### src/rtl/bist_controller.sv
// Purpose     : BIST responder. It drives LFSR patterns onto the CUT inputs and compacts the CUT outputs
//               into a MISR, then compares the result with a golden signature.
// Latency     : bistdone rises NUM_PATTERNS+2 cycles after the edge that samples bistmode=1 in IDLE.
// Backpressure: none. Dropping bistmode before DONE aborts the run and discards the partial signature.
//
// Ports:
//   clk, rst (async active-low)
//   bistmode       : 1 requests a run, 0 selects system mode
//   pi -> cut_pi   : pin pass-through, or the LFSR state while in RUN
//   cut_po         : CUT outputs, compacted into the MISR
//   bistdone, bistpass : registered run result
// Optional build macro BIST_SIGOUT_EN adds output bistsig, which carries the live MISR value.
// Feedback taps are x^35+x^33+1 (LFSR) and x^49+x^40+1 (MISR), placed relative to PI_W / PO_W.
module bist_controller #(
    parameter int              PI_W         = 35,
    parameter int              PO_W         = 49,
    parameter int              NUM_PATTERNS = 2000,
    parameter logic [PI_W-1:0] LFSR_SEED    = {{(PI_W-1){1'b0}}, 1'b1},
    parameter logic [PO_W-1:0] GOLDEN_SIG   = '0
) (
    input  logic            clk,
    input  logic            rst,
    input  logic            bistmode,
    input  logic [PI_W-1:0] pi,
    output logic [PI_W-1:0] cut_pi,
    input  logic [PO_W-1:0] cut_po,
    output logic            bistdone,
    output logic            bistpass
`ifdef BIST_SIGOUT_EN
    ,
    output logic [PO_W-1:0] bistsig
`endif
);

    typedef enum logic [2:0] {
        ST_IDLE,
        ST_INIT,
        ST_RUN,
        ST_COMPARE,
        ST_DONE
    } state_t;

    // An all-zero seed would lock the LFSR at zero, so it is replaced by all-ones.
    localparam logic [PI_W-1:0] SEED_EFF = (LFSR_SEED == '0) ? '1 : LFSR_SEED;
    localparam logic [15:0]     LAST_CNT = 16'(NUM_PATTERNS - 1);

    state_t          state_q, state_d;
    logic [PI_W-1:0] lfsr_q,  lfsr_d;
    logic [PO_W-1:0] misr_q,  misr_d;
    logic [15:0]     cnt_q,   cnt_d;
    logic            done_q,  done_d;
    logic            pass_q,  pass_d;

    always_ff @(posedge clk or negedge rst) begin
        if (!rst) begin
            state_q <= ST_IDLE;
            lfsr_q  <= '1;
            misr_q  <= '0;
            cnt_q   <= '0;
            done_q  <= 1'b0;
            pass_q  <= 1'b0;
        end else begin
            state_q <= state_d;
            lfsr_q  <= lfsr_d;
            misr_q  <= misr_d;
            cnt_q   <= cnt_d;
            done_q  <= done_d;
            pass_q  <= pass_d;
        end
    end

    always_comb begin
        state_d = state_q;
        lfsr_d  = lfsr_q;
        misr_d  = misr_q;
        cnt_d   = cnt_q;
        done_d  = done_q;
        pass_d  = pass_q;

        case (state_q)
            ST_IDLE: begin
                done_d = 1'b0;
                pass_d = 1'b0;
                if (bistmode) begin
                    state_d = ST_INIT;
                end
            end

            ST_INIT: begin
                if (!bistmode) begin
                    state_d = ST_IDLE;
                end else begin
                    lfsr_d  = SEED_EFF;
                    misr_d  = '0;
                    cnt_d   = '0;
                    state_d = ST_RUN;
                end
            end

            ST_RUN: begin
                if (!bistmode) begin
                    state_d = ST_IDLE;
                end else begin
                    lfsr_d = {lfsr_q[PI_W-2:0], lfsr_q[PI_W-1] ^ lfsr_q[PI_W-3]};
                    misr_d = {misr_q[PO_W-2:0], misr_q[PO_W-1] ^ misr_q[PO_W-10]} ^ cut_po;
                    // Saturate rather than wrap. A legal NUM_PATTERNS leaves RUN before saturation.
                    if (cnt_q != 16'hFFFF) begin
                        cnt_d = cnt_q + 16'd1;
                    end
                    // The edge that leaves RUN still captures the last pattern's response.
                    if (cnt_q == LAST_CNT) begin
                        state_d = ST_COMPARE;
                    end
                end
            end

            ST_COMPARE: begin
                if (!bistmode) begin
                    state_d = ST_IDLE;
                end else begin
                    pass_d  = (misr_q == GOLDEN_SIG);
                    done_d  = 1'b1;
                    state_d = ST_DONE;
                end
            end

            ST_DONE: begin
                // Result holds until bistmode drops. A fresh run needs a low-then-high cycle.
                if (!bistmode) begin
                    done_d  = 1'b0;
                    pass_d  = 1'b0;
                    state_d = ST_IDLE;
                end
            end

            default: begin
                state_d = ST_IDLE;
            end
        endcase
    end

    assign cut_pi   = (state_q == ST_RUN) ? lfsr_q : pi;
    assign bistdone = done_q;
    assign bistpass = pass_q;

`ifdef BIST_SIGOUT_EN
    assign bistsig = misr_q;
`endif

endmodule

### config.mk
export PLATFORM = sky130hd
export DESIGN_NAME = bist_controller
export DESIGN_NICKNAME = d
export VERILOG_FILES = /design/src/rtl/bist_controller.sv
export SDC_FILE = /design/constraint.sdc
export NUM_CORES = 1
export LEC_CHECK = 0
export CAP_MARGIN = 20
export CELL_PAD_IN_SITES_DETAIL_PLACEMENT = 0
export CELL_PAD_IN_SITES_GLOBAL_PLACEMENT = 1
export CORE_ASPECT_RATIO = 2
export CORE_MARGIN = 2
export CORE_UTILIZATION = 40
export DETAILED_ROUTE_END_ITERATION = 6
export HOLD_SLACK_MARGIN = 0.12
export MAX_ROUTING_LAYER = met4
export PLACE_DENSITY = 0.84
export REMOVE_ABC_BUFFERS = 1
export SYNTH_ARGS = -nofsm -noshare
export SYNTH_HDL_FRONTEND = slang
export SYNTH_SLANG_ARGS = --single-unit
export TNS_END_PERCENT = 100
### constraint.sdc
create_clock -name clk -period 3.43 [get_ports clk]
set_clock_uncertainty 0.05 [all_clocks]
set_input_delay 0.5145 -clock clk [delete_from_list [all_inputs] [get_ports clk]]
set_output_delay 0.5145 -clock clk [all_outputs]
set_load 0.02 [all_outputs]
==> summary.txt <==
main flop type after synthesis = dfrtp_1
Seq pwr share = 43.7%
P_leak = 2.77 nW
Synth Register Bits = 105
mapped cell area = 5330 sq um
total wire length = 13.1 mm
drt drc = 0
port buffer count = 123
Worst path max stage delay = 0.69 ns
layout cell share with drive strength beyond 1 = 10.2%
Netlist cell types = 39
first-iteration detailed-routing DRC count = 215
CTS tree = built
Final Cycle Share = 85.0%
commonest non-fill, non-tap cells in the layout = nand2_1, clkdlybuf4s50_1, dfrtp_1, xnor2_1, o21ai_0
worst path required time = 2.87 ns
Final HPWL DP = 9.50 mm
cell count after synthesis = 592
die height = 167 microns
Core Util, Final = 53.6%
Synth Area in Compound Gates = 13.9%
WL per Instance = 15.3 microns
outcome = complete, no violations
overall global routing resource usage = 19.6%
number of CTS-inserted buffers = 9
average cell area after synthesis = 9.00 sq um
Crit Path Max Fanout = 51
reg2reg start = state_q[1]
DRT antenna net count = 0
Final #Nets = 786
I/O Pins = 124
Internal = 2.40 mW
Crit Path Class = register to output port
Die W = 85.6 microns
WP data arrival = 2.35 ns
logic gate share of total power = 26.7%
Final Hold Viols = 0
adder-cell share of the synthesized area = 0.235%
crit end category = output port
max_cap viols = 0
largest family of logic cells by synthesized area = simple AND/OR/NAND/NOR gates
post-synthesis xor/xnor area fraction = 9.20%
Core ar. = 13000 sq um
CTS max path bufs = 2
Skew-Pair Late Insertion Delay = 0.35 ns
Area Overhead vs Synth = 30.8%
Worst Setup SP = state_q[1]
mux cell area share after synthesis = 0.188%
global-route wire length before repair = 22.1 mm
Vias = 4462
CTS Hold Bufs = 0
sw frac = 32.1%
simple-gate share of the synthesized area = 22.9%
largest net degree at the start of global routing = 81
CP cell instances = or3b_4, nand2_1, nand2_1, clkdlybuf4s50_1
Worst-Margin Slew = 0.841 ns
Peak Freq = 0.343 GHz
crit path launch type = register
Site Rows = 59
# diodes = 0
CTS resizes = 0
Top cell by count, worst path = nand2_1
commonest non-fill, non-tap cell in the layout = nand2_1
RSZ-0062 raised after global routing = no
root buffer cell = clkbuf_16
antenna violations before repair = 0
Clock Sinks = 105
final setup TNS = 0 ns
area of the multi-input gates = 2490 sq um
Post-synth ARST share = 100%
# Post-CTS Setup Buffers = 0
clk slew on worst S/H paths = 0.07 ns
clock share of power = 29.6%
gpl congestion = 0.844
post-synthesis sequential area ratio = 50.1%
Hold/Removal Path Class = input port to async pin
drt via density = 5.22
fill count = 1232
Initial Util = 41.0%
DR pass1 iterations = 4
synth warn = 0
Slew Limit Fails = 0
Switch Pwr = 1.13 mW
VDD IR-drop max = 355 uV
gr ovfl total = 0
Slowest-stage cell, CP = or3b_4
H-Tree Level Count = 3
fin crit period = 2.92 ns
Reg area = 2670 sq um
power density over the cells = 508 nW/um^2
vias in the first global route = 4549
final setup vio count = 0
count of flip-flops with a built-in enable after synthesis = 0
die area = 14300 sq um
max_slew headroom = 43.9%
-- power groups by stage --
| stage | combinational [mW] | sequential, mW | clock, mW |
|---|---|---|---|
| 5_1_grt | 1.05 | 1.57 | 1.13 |
| 3_5_place_dp | 0.956 | 1.57 | 0 |
| 4_1_cts | 0.962 | 1.55 | 1.08 |
| 6_report | 0.943 | 1.55 | 1.05 |
| 2_1_floorplan | 0.564 | 1.53 | 0 |
| 3_3_place_gp | 0.937 | 1.56 | 0 |
-- kinds of logic (layout without fill, tap and decap cells) --
logic type               after synthesis  count (layout)
AND/OR/NAND/NOR                      270             270
AO/OA/AOI/OAI                        118             118
flip-flops                           105             105
XOR/XNOR                              56              56
buffers and inverters                 41             152
adder cells (fa/ha/maj)                1               1
multiplexers                           1               1
-- worst max-delay path: cells and delay by family (launching register included) --
| kind | cells | cell delay (ns) |
|---|---|---|
| and+or+nand+nor | 3 | 0.89 |
| buffers and inverters | 1 | 0.60 |
| DFF | 1 | 0.49 |
-- final timing paths --
kind | endpoint | slack [ns] | cells past startpoint
min in group clk | lfsr_q[24] | 0.43 | 2
max in group asynchronous | lfsr_q[21] | 2.27 | 2
max | cut_pi[9] | 0.51 | 4
min | state_q[1] | 0.21 | 1
min reg2reg | lfsr_q[24] | 0.43 | 2
max reg2reg | cnt_q[3] | 1.11 | 5
-- layer usage --
layer | vias up | wire length, microns | track usage, %
li1 | 2233 | - | -
met1 | 2105 | 5190 | 23.1
met2 | 104 | 7220 | 34.0
met3 | 20 | 419 | 2.91
met4 | 0 | 265 | 6.49
met5 | - | 0 | -
-- per-stage QoR --
step                      setup WS (ns)  instances  hold slack [ns]  cell area, sq um  total power, mW
after CTS                         0.461        855            0.250              6970             3.59
after global routing              0.305        855            0.276              6970             3.76
final                             0.513        855            0.212              6970             3.54
after detailed placement          0.682        839            0.424              6670             2.53
after floorplan                  -0.930        555            0.169              5170             2.09
after global placement            0.731        839            0.418              6670             2.50
-- registers in the layout (all words and copies together) (netlist names) --
signal,cells
bistpass,1
misr_q,49
cnt_q,16
lfsr_q,35
bistdone,1
state_q,3
-- cell usage after synthesis (9+ instances only) --
master    count  area [sq um]
dfrtp_1      70          1750
clkbuf_1     25          93.8
nor2_1       10          37.5
nand3_1       9          45.0
dfstp_2      35           920
nand2_1     199           747
xnor2_1      56           490
o31ai_1      50           375
o21ai_0      55           275
nor4_1       13          81.3
-- cell type report --
cell class / count / share of cell area, %
sequential: 105 / 38.3
inverter: 4 / 0.287
multi-input combinational: 446 / 35.7
tap: 152 / 2.73
clock buffer: 9 / 3.23
clock inverter: 7 / 1.13
timing repair buffer: 132 / 18.6
Note: power is estimated with default switching activity, not from simulation.
